--- config.mk ---
export PLATFORM = sky130hd
export DESIGN_NAME = serial_subtractor
export DESIGN_NICKNAME = d
export VERILOG_FILES = /design/src/rtl/serial_subtractor.sv
export SDC_FILE = /design/constraint.sdc
export NUM_CORES = 1
export LEC_CHECK = 0
export CAP_MARGIN = 20
export CELL_PAD_IN_SITES_DETAIL_PLACEMENT = 1
export CELL_PAD_IN_SITES_GLOBAL_PLACEMENT = 1
export CORE_MARGIN = 2
export CORE_UTILIZATION = 39
export CTS_CLUSTER_DIAMETER = 80
export DETAILED_ROUTE_END_ITERATION = 10
export PLACE_DENSITY_LB_ADDON = 0.25
export SYNTH_ARGS = -nofsm -noshare
export SYNTH_HDL_FRONTEND = slang
export SYNTH_SLANG_ARGS = --single-unit
--- constraint.sdc ---
create_clock -name clk_i -period 1.47 [get_ports clk_i]
set_input_delay 0.3675 -clock clk_i [delete_from_list [all_inputs] [get_ports clk_i]]
set_output_delay 0.3675 -clock clk_i [all_outputs]
set_load 0.05 [all_outputs]
--- src/rtl/serial_subtractor.sv ---
// serial_subtractor: bit-serial two's-complement subtractor, D = A - B.
// One full-subtractor cell plus a borrow flop processes one bit per clock,
// LSB first. Operands enter on a valid/ready handshake and the result leaves
// on a valid/ready handshake.
// Optional feature macro: SERIAL_SUB_OVF_EN adds the signed-overflow output ovf_o.
module serial_subtractor #(
  parameter int WIDTH = 8
) (
  input  logic             clk_i,
  input  logic             rst_i,
  input  logic             in_valid_i,
  output logic             in_ready_o,
  input  logic [WIDTH-1:0] a_i,
  input  logic [WIDTH-1:0] b_i,
  output logic             out_valid_o,
  input  logic             out_ready_i,
  output logic [WIDTH-1:0] d_o,
  output logic             bo_o,
`ifdef SERIAL_SUB_OVF_EN
  output logic             ovf_o,
`endif
  output logic             busy_o
);

  localparam int CW = (WIDTH > 2) ? $clog2(WIDTH) : 1;
  localparam logic [CW-1:0] LAST_CNT = CW'(WIDTH - 1);

  typedef enum logic [1:0] {
    ST_IDLE = 2'd0,
    ST_RUN  = 2'd1,
    ST_DONE = 2'd2
  } state_t;

  // Full-subtractor cell: returns {borrow_out, diff}.
  function automatic logic [1:0] full_sub(input logic a, input logic b, input logic br);
    logic diff;
    logic br_out;
    diff   = a ^ b ^ br;
    br_out = (~a & b) | (~(a ^ b) & br);
    return {br_out, diff};
  endfunction

  state_t           state_q, state_d;
  logic [WIDTH-1:0] a_q, a_d;
  logic [WIDTH-1:0] b_q, b_d;
  logic [WIDTH-1:0] res_q, res_d;
  logic [CW-1:0]    cnt_q, cnt_d;
  logic             br_q, br_d;
  logic [WIDTH-1:0] dout_q, dout_d;
  logic             bo_q, bo_d;
  logic [1:0]       cell_s;
`ifdef SERIAL_SUB_OVF_EN
  logic             a_msb_q, a_msb_d;
  logic             b_msb_q, b_msb_d;
  logic             ovf_q, ovf_d;
`endif

  // Next-state and datapath update for the IDLE -> RUN -> DONE sequence.
  always_comb begin
    state_d = state_q;
    a_d     = a_q;
    b_d     = b_q;
    res_d   = res_q;
    cnt_d   = cnt_q;
    br_d    = br_q;
    dout_d  = dout_q;
    bo_d    = bo_q;
    cell_s  = full_sub(a_q[0], b_q[0], br_q);
`ifdef SERIAL_SUB_OVF_EN
    a_msb_d = a_msb_q;
    b_msb_d = b_msb_q;
    ovf_d   = ovf_q;
`endif
    case (state_q)
      ST_IDLE: begin
        if (in_valid_i) begin
          a_d     = a_i;
          b_d     = b_i;
          br_d    = 1'b0;
          cnt_d   = '0;
`ifdef SERIAL_SUB_OVF_EN
          a_msb_d = a_i[WIDTH-1];
          b_msb_d = b_i[WIDTH-1];
`endif
          state_d = ST_RUN;
        end else begin
          state_d = ST_IDLE;
        end
      end
      ST_RUN: begin
        a_d   = {1'b0, a_q[WIDTH-1:1]};
        b_d   = {1'b0, b_q[WIDTH-1:1]};
        res_d = {cell_s[0], res_q[WIDTH-1:1]};
        br_d  = cell_s[1];
        if (cnt_q == LAST_CNT) begin
          // The bit just produced is the result MSB; publish the full word.
          dout_d  = {cell_s[0], res_q[WIDTH-1:1]};
          bo_d    = cell_s[1];
          cnt_d   = '0;
`ifdef SERIAL_SUB_OVF_EN
          ovf_d   = (a_msb_q != b_msb_q) & (cell_s[0] != a_msb_q);
`endif
          state_d = ST_DONE;
        end else begin
          cnt_d   = cnt_q + {{(CW-1){1'b0}}, 1'b1};
          state_d = ST_RUN;
        end
      end
      ST_DONE: begin
        if (out_ready_i) begin
          state_d = ST_IDLE;
        end else begin
          state_d = ST_DONE;
        end
      end
      default: begin
        state_d = ST_IDLE;
      end
    endcase
  end

  // State and datapath registers; reset discards any in-flight operation.
  always_ff @(posedge clk_i) begin
    if (rst_i) begin
      state_q <= ST_IDLE;
      a_q     <= '0;
      b_q     <= '0;
      res_q   <= '0;
      cnt_q   <= '0;
      br_q    <= 1'b0;
      dout_q  <= '0;
      bo_q    <= 1'b0;
`ifdef SERIAL_SUB_OVF_EN
      a_msb_q <= 1'b0;
      b_msb_q <= 1'b0;
      ovf_q   <= 1'b0;
`endif
    end else begin
      state_q <= state_d;
      a_q     <= a_d;
      b_q     <= b_d;
      res_q   <= res_d;
      cnt_q   <= cnt_d;
      br_q    <= br_d;
      dout_q  <= dout_d;
      bo_q    <= bo_d;
`ifdef SERIAL_SUB_OVF_EN
      a_msb_q <= a_msb_d;
      b_msb_q <= b_msb_d;
      ovf_q   <= ovf_d;
`endif
    end
  end

  assign in_ready_o  = (state_q == ST_IDLE);
  assign busy_o      = (state_q == ST_RUN);
  assign out_valid_o = (state_q == ST_DONE);
  assign d_o         = dout_q;
  assign bo_o        = bo_q;
`ifdef SERIAL_SUB_OVF_EN
  assign ovf_o       = ovf_q;
`endif

endmodule

==> impl_table.tex, run 1 <==
\begin{tabular}{lr}
\hline
Metric & Value \\
\hline
\multicolumn{2}{l}{\textbf{Run status}} \\
Status & completed \\
\multicolumn{2}{l}{\textbf{Yosys}} \\
Synthesized instance count & 171 \\
Synthesized area divided by synthesized cell count & approximately 10 sq um \\
Most frequently used cell type in the post-synthesis netlist & sky130\_fd\_sc\_hd\_\_dfxtp\_1 \\
Area of the mapped netlist & 1677 sq um \\
\#FFs+latches synth & 38 \\
Most used standard cells in the synthesized netlist & 38 x sky130\_fd\_sc\_hd\_\_dfxtp\_1, 30 x sky130\_fd\_sc\_hd\_\_nand2\_1, 23 x sky130\_fd\_sc\_hd\_\_nor2\_1, 16 x sky130\_fd\_sc\_hd\_\_a21oi\_1, 15 x sky130\_fd\_sc\_hd\_\_mux2i\_1 \\
Sequential-to-total area share from yosys stat & a little under half \\
Primary FF master, synth & sky130\_fd\_sc\_hd\_\_dfxtp\_1 \\
Area share of the largest cell type after synthesis & 45.37\% \\
Share of async-settable or async-resettable flops after synthesis & 0\% \\
Cell variety after synth & 27 \\
Yosys top cell by area & sky130\_fd\_sc\_hd\_\_dfxtp\_1 \\
Number of enable flip-flop cells after synthesis & 0 \\
Synth area leaders & sky130\_fd\_sc\_hd\_\_dfxtp\_1 45\%, sky130\_fd\_sc\_hd\_\_a211oi\_2 10\%, sky130\_fd\_sc\_hd\_\_mux2i\_1 9.0\% \\
Warnings, synthesis & 0 \\
Syn\_nets & 194 \\
\multicolumn{2}{l}{\textbf{Clock network}} \\
Clk pin slew, worst setup/hold paths & 0.08 ns \\
Clock Latency Late Sink & roughly 0.3 ns \\
Max clock buf depth & 2 \\
CTS root buf & sky130\_fd\_sc\_hd\_\_clkbuf\_8 \\
Number of levels in the clock H-tree & 2 \\
Clock sink count & 38 \\
TritonCTS clock tree & yes \\
CTS Buf Count & 5 \\
\multicolumn{2}{l}{\textbf{Final layout}} \\
Count of antenna diodes in the layout & 0 \\
Fraction of layout instances using a drive strength above 1 & 23.79\% \\
Area occupied by multi-input gates & 798.3 sq um \\
Finished Core Util & a little under three fifths \\
FILL cells & 429 \\
Area Overhead vs Synth & 35.07\% \\
Number of nets in the final layout & 228 \\
Area of all placed cells without fillers & 2265 sq um \\
Sequential cell area & approximately 760 sq um \\
\multicolumn{2}{l}{\textbf{Floorplan}} \\
Floorplan die area & 4839 sq um \\
Initial cell density of the core & 41.32\% \\
Die extent in y & 69.57 um \\
Top-level port count & 32 \\
Standard-cell row count & 23 \\
Die Width & 69.57 um \\
Core outline area & 4058 sq um \\
\multicolumn{2}{l}{\textbf{Route}} \\
Starting DRC count in detailed routing & 31 \\
Drt wl/cell & 14.37 um \\
Per-cell via count in the routed design & roughly 5.1 \\
Aggregate routed wire length & 3679 um \\
1st-pass router iterations & 4 \\
Count of vias placed by the detailed router & 1309 \\
Post-route ant nets & 0 \\
DRC errors left & 0 \\
\multicolumn{2}{l}{\textbf{Timing}} \\
Worst Tran Pin Value & around 0.46 ns \\
Achievable Freq & between 0.6 and 0.7 GHz \\
Unrepaired setup endpoints after global routing & yes \\
Final hold violation count & 0 \\
Max Transition Viols Final & 0 \\
Final hold slack & 0.4689 ns \\
Final Cycle Share & 98.77\% \\
Period minus WS final & 1.452 ns \\
Max\_slew headroom & 69.60\% \\
Post-Route Skew & 0.01159 ns \\
Sum of negative setup slack & 0 ns \\
Setup-violating endpoint count in the final report & 0 \\
Crit path setup slack, layout & roughly 0.018 ns \\
\multicolumn{2}{l}{\textbf{Power}} \\
Leak pwr & between 0.8 and 0.9 nW \\
Highest ir drop seen on vdd & 0.4059 mV \\
Ratio of total power to cell area & roughly 960 nW/um\^{}2 \\
\multicolumn{2}{l}{\textbf{Global route}} \\
Met2 demand-to-capacity share in global routing & 32.05\% \\
All-Layer GR Usage & 16.84\% \\
Global route hottest layer & met2 \\
Wire length of the first global-routing pass & 6458 um \\
Remaining Overflow, GRT & 0 \\
Grt met3 use & 5.233\% \\
Antenna violations before repair & 0 \\
GR met1 Demand/Resource & 17.39\% \\
Largest net degree at the start of global routing & 39 \\
Via count of the first global-routing pass & 1434 \\
\multicolumn{2}{l}{\textbf{Job}} \\
Max-capacitance violation count & 0 \\
\multicolumn{2}{l}{\textbf{Placement}} \\
Worst setup slack before clock tree synthesis & -0.1386 ns \\
Area post-placement & $\sim$2100 sq um \\
Sum of net half-perimeters after detailed placement & approximately 2700 um \\
Final weighted congestion in routability-driven placement & between 0.7 and 0.8 \\
Number of buffer cells added on primary ports & 31 \\
\multicolumn{2}{l}{\textbf{Critical path}} \\
Crit path launch type & flip-flop \\
Required time at the endpoint of the critical path & 1.10 ns \\
Critical path endpoint category & output port \\
Crit Path Class & reg2out \\
Data arrival time of the critical path & 1.08 ns \\
CP Max Fanout & 20 \\
\multicolumn{2}{l}{\textbf{Worst hold path}} \\
Worst hold path class & reg2reg \\
\hline
\end{tabular}
report_power, final:
part           switching [mW]  internal (mW)  total, mW
combinational           0.161          0.171      0.332
sequential             0.0276           1.08       1.10
clock                   0.368          0.377      0.744
total                   0.556           1.62       2.18
layer usage:
layer | part of all wire, % | vias to the layer above
li1 | - | 651
met1 | 42 | 633
met2 | 53 | 19
met3 | 3.8 | 6
met4 | 1.3 | 0
met5 | 0 | -
timing repair:
| item | in CTS | in global routing |
|---|---|---|
| endpoints found under the setup margin | 3 | 6 |
| setup buffers | 1 | 0 |
| gates resized for setup | 3 | 5 |
| hold buffers | 0 | 0 |
critical path, stage by stage, from the launching register on:
cell	delay, ns
sky130_fd_sc_hd__dfxtp_4	0.36
sky130_fd_sc_hd__buf_12	0.17
sky130_fd_sc_hd__nor2_4	0.11
sky130_fd_sc_hd__buf_8	0.15
flip-flops by register name (all words and copies together) (netlist names):
signal,flops
a_q,8
b_q,8
d_o,8
res_q,7
cnt_q,3
state_q,2
bo_o,1
br_q,1
cell families (layout without fill, tap and decap cells):
family                   count (synthesis)  after routing  synth area share, %
adder cells (fa/ha/maj)                  3              3                2.686
AO/OA/AOI/OAI                           39             39                19.85
AND/OR/NAND/NOR                         60             60                15.15
buffers and inverters                   16             51                7.984
multiplexers                            15             15                8.955
flip-flops                              38             38                45.37
metrics by stage:
step / instances / power, mW
after global routing: 256 / 2.286
final: 256 / 2.179
after floorplan: 171 / 1.345
after detailed placement: 247 / 1.452
after CTS: 256 / 2.205
after global placement: 247 / 1.435
cell usage in the layout (no fill, tap or decap), types with 2 or more instances in the layout:
| cell | count |
|---|---|
| sky130_fd_sc_hd__a211oi_2 | 14 |
| sky130_fd_sc_hd__mux2i_1 | 15 |
| sky130_fd_sc_hd__nor2_1 | 22 |
| sky130_fd_sc_hd__nand2_1 | 30 |
| sky130_fd_sc_hd__clkbuf_8 | 6 |
| sky130_fd_sc_hd__clkdlybuf4s50_1 | 19 |
| sky130_fd_sc_hd__a21oi_1 | 16 |
| sky130_fd_sc_hd__ha_1 | 2 |
| sky130_fd_sc_hd__a22oi_1 | 5 |
| sky130_fd_sc_hd__nand2b_1 | 2 |
| sky130_fd_sc_hd__inv_1 | 3 |
| sky130_fd_sc_hd__dfxtp_1 | 37 |
| sky130_fd_sc_hd__buf_4 | 4 |
| sky130_fd_sc_hd__buf_12 | 14 |
layout make-up:
class / count / area share, %
inverters: 4 / 0.7735
clock inverters: 2 / 0.5525
repair buffers: 39 / 23.26
multi-input cells: 117 / 35.25
flip-flops and latches: 38 / 33.76
well taps: 50 / 2.762
clock buffers: 6 / 3.646
final timing paths:
check | to | start | depth (start not counted) | slack [ns]
worst min-delay path | d_o[0] | res_q[1] | 2 | 0.47
worst max-delay path | in_ready_o | state_q[0] | 3 | 0.02
worst min register to register | d_o[0] | res_q[1] | 2 | 0.47
worst max register to register | bo_o | cnt_q[0] | 5 | 0.14
No activity file was read; power rests on OpenSTA's default activity.
==> inputs of run 2 (changes only) <==
CORE_UTILIZATION = 42   (was 39)
SKIP_LAST_GASP = 1   (was not set)
clock period = 1.75 ns   (was 1.47 ns; I/O delays follow)
==> impl_table.tex, run 2 (synthesized netlist as in run 1, its figures left out) <==
\begin{tabular}{lr}
\hline
Metric & Value \\
\hline
\multicolumn{2}{l}{\textbf{Critical path}} \\
Setup crit end & in\_ready\_o \\
Required time at the endpoint of the critical path & between 1 and 1.5 ns \\
Critical path endpoint category & output port \\
CP Buf/Inv Count & 2 \\
Slowest stage cell, crit path & sky130\_fd\_sc\_hd\_\_dfxtp\_1 \\
Data arrival time of the critical path & 1.24 ns \\
CP Max Fanout & 12 \\
Launch point of the worst path & state\_q[0] \\
Cell-by-cell trace of the critical path & buf\_4 -> nor2\_1 -> buf\_4 \\
Most used cell, CP & sky130\_fd\_sc\_hd\_\_buf\_4 \\
Critical register-to-register path startpoint & cnt\_q[0] \\
Number of cells on the worst reg-to-reg path & 5 \\
Crit path largest cell delay & 0.44 ns \\
Count of cell instances traversed by the critical path & 3 \\
RR Endpoint & bo\_o \\
Crit Path Class & reg2out \\
CP top delay family & buffers and inverters \\
Crit path launch type & flip-flop \\
Reg-to-reg setup timing slack & $\sim$0.33 ns \\
\multicolumn{2}{l}{\textbf{Floorplan}} \\
Top-level port count & 32 \\
Initial cell density of the core & 44.79\% \\
Die extent in y & 67.18 um \\
Floorplan die area & 4513 sq um \\
Standard-cell row count & 22 \\
Core outline area & 3744 sq um \\
Die Width & 67.18 um \\
\multicolumn{2}{l}{\textbf{Timing}} \\
Final hold violation count & 0 \\
Worst Tran Pin Value & 0.4465 ns \\
Achievable Freq & 0.5948 GHz \\
Unrepaired setup endpoints after global routing & no \\
Period minus WS final & 1.681 ns \\
Post-Route Skew & 0.006182 ns \\
Max Transition Viols Final & 0 \\
Final Cycle Share & 96.07\% \\
Sum of negative setup slack & 0 ns \\
Setup-violating endpoint count in the final report & 0 \\
Max\_slew headroom & 70.17\% \\
\multicolumn{2}{l}{\textbf{Route}} \\
1st-pass router iterations & 4 \\
Count of vias placed by the detailed router & 1286 \\
Aggregate routed wire length & between 3000 and 4000 um \\
Post-route ant nets & 0 \\
DRC errors left & 0 \\
Met2 wire len & 1887 um \\
Detailed-routing wirelength on met1 & 1522 um \\
Drt wl/cell & $\sim$14 um \\
Uppermost layer routed & met4 \\
Starting DRC count in detailed routing & 25 \\
Per-cell via count in the routed design & just over 5 \\
Detail Route met3 WL & roughly 130 um \\
\multicolumn{2}{l}{\textbf{Global route}} \\
Via count of the first global-routing pass & 1362 \\
All-Layer GR Usage & between 10\% and 20\% \\
Wire length of the first global-routing pass & 6182 um \\
Largest net degree at the start of global routing & 39 \\
Remaining Overflow, GRT & 0 \\
Antenna violations before repair & 0 \\
\multicolumn{2}{l}{\textbf{Clock network}} \\
Number of buffers added to fix hold violations after cts & 0 \\
Number of gates resized after CTS & 0 \\
Clk pin slew, worst setup/hold paths & approximately 0.070 ns \\
CTS root buf & sky130\_fd\_sc\_hd\_\_clkbuf\_8 \\
Clock sink count & 38 \\
Max clock buf depth & 2 \\
Setup bufs post-CTS & 0 \\
Number of levels in the clock H-tree & 2 \\
CTS Buf Count & 5 \\
TritonCTS clock tree & yes \\
Clock Latency Late Sink & 0.29 ns \\
\multicolumn{2}{l}{\textbf{Power}} \\
Leak pwr & $\sim$0.8 nW \\
Ratio of total power to cell area & 925.8 nW/um\^{}2 \\
Highest ir drop seen on vdd & 0.4732 mV \\
\multicolumn{2}{l}{\textbf{Final layout}} \\
Fraction of layout instances using a drive strength above 1 & 22.17\% \\
Commonest cells after routing, fill and taps aside & 37 x sky130\_fd\_sc\_hd\_\_dfxtp\_1, 30 x sky130\_fd\_sc\_hd\_\_nand2\_1, 23 x sky130\_fd\_sc\_hd\_\_nor2\_1 \\
Number of nets in the final layout & 226 \\
Area of all placed cells without fillers & 2097 sq um \\
Count of antenna diodes in the layout & 0 \\
Most common cell after layout, fill and taps aside & sky130\_fd\_sc\_hd\_\_dfxtp\_1 \\
Area Overhead vs Synth & 25.07\% \\
\multicolumn{2}{l}{\textbf{Worst hold path}} \\
Worst hold path class & reg2reg \\
Worst hold start & d\_o[5] \\
\multicolumn{2}{l}{\textbf{Placement}} \\
Area post-placement & 1981 sq um \\
Number of buffer cells added on primary ports & 31 \\
Final weighted congestion in routability-driven placement & 0.7777 \\
Sum of net half-perimeters after detailed placement & around 2600 um \\
\multicolumn{2}{l}{\textbf{Job}} \\
Max-capacitance violation count & 0 \\
\multicolumn{2}{l}{\textbf{Run status}} \\
Status & completed \\
\hline
\end{tabular}
[run 2: cell type report]
cell class | instances | area, sq um
repair buffers | 37 | 362.8
well taps | 48 | 60.06
multi-input cells | 117 | 782.0
inverters | 4 | 17.52
clock inverters | 1 | 30.03
flip-flops and latches | 38 | 762.0
clock buffers | 6 | 82.58
fillers | 445 | 1647
[run 2: per-stage QoR]
stage	hold WS (ns)	total power, mW	cells	utilization (%)	setup WS (ns)
floorplan	0.4322	1.129	171	-	0.03897
global placement	0.4375	1.197	244	52.91	0.1357
detailed placement	0.4494	1.213	244	52.91	0.08858
CTS	0.4589	1.968	251	55.92	0.03166
global route	0.4848	2.038	251	56.02	0.002027
finish	0.4581	1.942	251	56.02	0.06873
[run 2: per-layer routing]
metal	GRT usage, %	up-vias
met3	6.000	2
met2	32.05	19
met4	5.357	0
met5	0	-
met1	21.27	620
li1	-	645
[run 2: report_power, final]
part	switching [mW]	total, mW	leakage, nW	internal, mW
Clock	0.292	0.748	0.0573	0.456
Sequential	0.0239	0.928	0.311	0.904
Combinational	0.133	0.265	0.436	0.132
Total	0.450	1.94	0.804	1.49
[run 2: worst register-to-register path: cells and delay by family, from the launching register on]
family,cells,cell delay (ns)
AOI/OAI and AO/OA,1,0.19
and+or+nand+nor,2,0.40
DFF,1,0.36
adders and majority gates,2,0.38
[run 2: worst min-delay path by stage]
stage	endpoint	slack [ns]	depth (start not counted)
2_1_floorplan	d_o[0]	0.43	2
3_3_place_gp	d_o[0]	0.44	2
3_5_place_dp	d_o[6]	0.45	2
4_1_cts	d_o[6]	0.46	2
5_1_grt	d_o[3]	0.48	2
6_report	d_o[5]	0.46	2
==> inputs of run 3 (changes only) <==
CORE_MARGIN = 4   (was 2)
TNS_END_PERCENT = 20   (was not set)
==> impl_table.tex, run 3 (synthesized netlist as in run 1, its figures left out) <==
\begin{tabular}{lr}
\hline
Metric & Value \\
\hline
\multicolumn{2}{l}{\textbf{Global route}} \\
Remaining Overflow, GRT & 0 \\
Antenna violations before repair & 0 \\
Wire length of the first global-routing pass & 6437 um \\
All-Layer GR Usage & between 10\% and 20\% \\
Largest net degree at the start of global routing & 39 \\
Via count of the first global-routing pass & 1399 \\
\multicolumn{2}{l}{\textbf{Placement}} \\
Worst setup slack before clock tree synthesis & 0.04984 ns \\
Number of buffer cells added on primary ports & 31 \\
Sum of net half-perimeters after detailed placement & roughly 2700 um \\
\# placed instances & 243 \\
Final weighted congestion in routability-driven placement & 0.6963 \\
\multicolumn{2}{l}{\textbf{Floorplan}} \\
Floorplan die area & 5067 sq um \\
Core outline area & 3771 sq um \\
Top-level port count & 32 \\
Die extent in y & 71.18 um \\
Die Width & 71.18 um \\
Standard-cell row count & 22 \\
Initial cell density of the core & between 40\% and 50\% \\
\multicolumn{2}{l}{\textbf{Timing}} \\
Unrepaired setup endpoints after global routing & no \\
Sum of negative setup slack & 0 ns \\
Period minus WS final & roughly 1.6 ns \\
Post-Route Skew & 0.008296 ns \\
Worst Tran Pin Value & 0.4545 ns \\
Final hold violation count & 0 \\
Crit path setup slack, layout & 0.1418 ns \\
Setup-violating endpoint count in the final report & 0 \\
Max\_slew headroom & 69.64\% \\
Achievable Freq & about 0.62 GHz \\
Max Transition Viols Final & 0 \\
Final Cycle Share & 91.90\% \\
\multicolumn{2}{l}{\textbf{Final layout}} \\
Number of non-filler instances in the completed layout & 250 \\
Commonest cells after routing, fill and taps aside & 37 x sky130\_fd\_sc\_hd\_\_dfxtp\_1, 30 x sky130\_fd\_sc\_hd\_\_nand2\_1, 23 x sky130\_fd\_sc\_hd\_\_nor2\_1 \\
Area Overhead vs Synth & 22.61\% \\
Most common cell after layout, fill and taps aside & sky130\_fd\_sc\_hd\_\_dfxtp\_1 \\
Number of nets in the final layout & 225 \\
Count of antenna diodes in the layout & 0 \\
Fraction of layout instances using a drive strength above 1 & roughly 22\% \\
\multicolumn{2}{l}{\textbf{Route}} \\
1st-pass router iterations & 4 \\
Starting DRC count in detailed routing & slightly below 80 \\
Per-cell via count in the routed design & 5.180 \\
Count of vias placed by the detailed router & roughly 1300 \\
Post-route ant nets & 0 \\
DRC errors left & 0 \\
Drt wl/cell & 14.70 um \\
Aggregate routed wire length & around 3700 um \\
\multicolumn{2}{l}{\textbf{Clock network}} \\
Number of gates resized after CTS & 0 \\
Clock sink count & 38 \\
Clock Latency Late Sink & roughly 0.28 ns \\
Max clock buf depth & 2 \\
TritonCTS clock tree & yes \\
Setup bufs post-CTS & 0 \\
CTS Buf Count & 5 \\
CTS root buf & sky130\_fd\_sc\_hd\_\_clkbuf\_8 \\
Clk pin slew, worst setup/hold paths & around 0.070 ns \\
Number of buffers added to fix hold violations after cts & 0 \\
Number of levels in the clock H-tree & 2 \\
\multicolumn{2}{l}{\textbf{Critical path}} \\
CP top delay family & flip-flops \\
Number of cells on the worst reg-to-reg path & 5 \\
Crit Path Class & reg2out \\
Count of cell instances traversed by the critical path & 3 \\
RR Endpoint & bo\_o \\
Cell-by-cell trace of the critical path & nand2b\_1 -> inv\_4 -> buf\_12 \\
Crit path largest cell delay & 0.36 ns \\
Critical path endpoint category & output port \\
Slowest stage cell, crit path & sky130\_fd\_sc\_hd\_\_dfxtp\_2 \\
Required time at the endpoint of the critical path & 1.31 ns \\
CP Buf/Inv Count & 2 \\
CP Max Fanout & 11 \\
Critical register-to-register path startpoint & cnt\_q[0] \\
Reg-to-reg setup timing slack & 0.31 ns \\
Data arrival time of the critical path & 1.17 ns \\
Crit path launch type & flip-flop \\
Launch point of the worst path & state\_q[1] \\
\multicolumn{2}{l}{\textbf{Power}} \\
Highest ir drop seen on vdd & 0.3285 mV \\
Net switching component of the power & about 0.44 mW \\
Leak pwr & 0.7864 nW \\
Clock network fraction of design power & 31.6\% \\
Internal power contribution & 1.301 mW \\
Logic gate share of total power & 15.1\% \\
Proportion of total power due to net switching & between 20 and 30\% \\
Sequential Power Share & 53.3\% \\
Ratio of total power to cell area & 845.4 nW/um\^{}2 \\
\multicolumn{2}{l}{\textbf{Worst hold path}} \\
Worst hold path class & reg2reg \\
Worst hold path stage count & 2 \\
Worst hold start & d\_o[2] \\
Terminating pin of the worst hold path & d\_o[2] \\
\multicolumn{2}{l}{\textbf{Job}} \\
Max-capacitance violation count & 0 \\
\multicolumn{2}{l}{\textbf{Run status}} \\
Status & completed \\
\hline
\end{tabular}
[run 3: changes by cell type in the layout (fill, tap and decap cells not counted)]
cell	previous run	this run
sky130_fd_sc_hd__bufinv_16	1	0
sky130_fd_sc_hd__clkinv_2	0	2
sky130_fd_sc_hd__clkbuf_8	6	5
sky130_fd_sc_hd__buf_4	15	14
[run 3: power groups by stage]
stage / clock (mW) / sequential (mW) / combinational, mW
finish: 0.549 / 0.926 / 0.263
global route: 0.612 / 0.931 / 0.290
CTS: 0.567 / 0.926 / 0.268
detailed placement: 0 / 0.946 / 0.265
global placement: 0 / 0.943 / 0.252
floorplan: 0 / 0.941 / 0.188
[run 3: layer usage]
metal,track usage (%),wire length (um),up-vias
li1,-,-,642
met1,18.99,1555,630
met3,3.835,137,4
met2,27.55,1950,19
met5,0,0,-
met4,5.846,31,0
[run 3: how the worst max path moves through the flow]
stage and endpoint:
2_1_floorplan in_ready_o, 5_1_grt in_ready_o, 6_report busy_o, 3_3_place_gp b_q[0], 3_5_place_dp b_q[2], 4_1_cts busy_o
[run 3: area by class of cell]
cell class,count,area (sq um)
sequential,38,762.0
clock inverter,2,10.01
tap,48,60.06
clock buffer,5,68.82
multi-input combinational,117,782.0
timing repair buffer,36,355.3
inverter,4,17.52
fill,433,1715
[run 3: worst min-delay path, cell delays in order, from the launching register on]
cell                      delay [ns]
sky130_fd_sc_hd__dfxtp_1        0.31
sky130_fd_sc_hd__nand2_1        0.05
sky130_fd_sc_hd__a21oi_1        0.05
[run 3: metrics by stage]
stage	hold WS (ns)	cell area (sq um)	total power [mW]	util (%)
5_1_grt	0.4909	2056	1.833	54.51
3_3_place_gp	0.4409	1973	1.195	52.32
2_1_floorplan	0.4322	1677	1.129	-
6_report	0.4604	2056	1.738	54.51
4_1_cts	0.4599	2052	1.760	54.41
3_5_place_dp	0.4493	1973	1.211	52.32
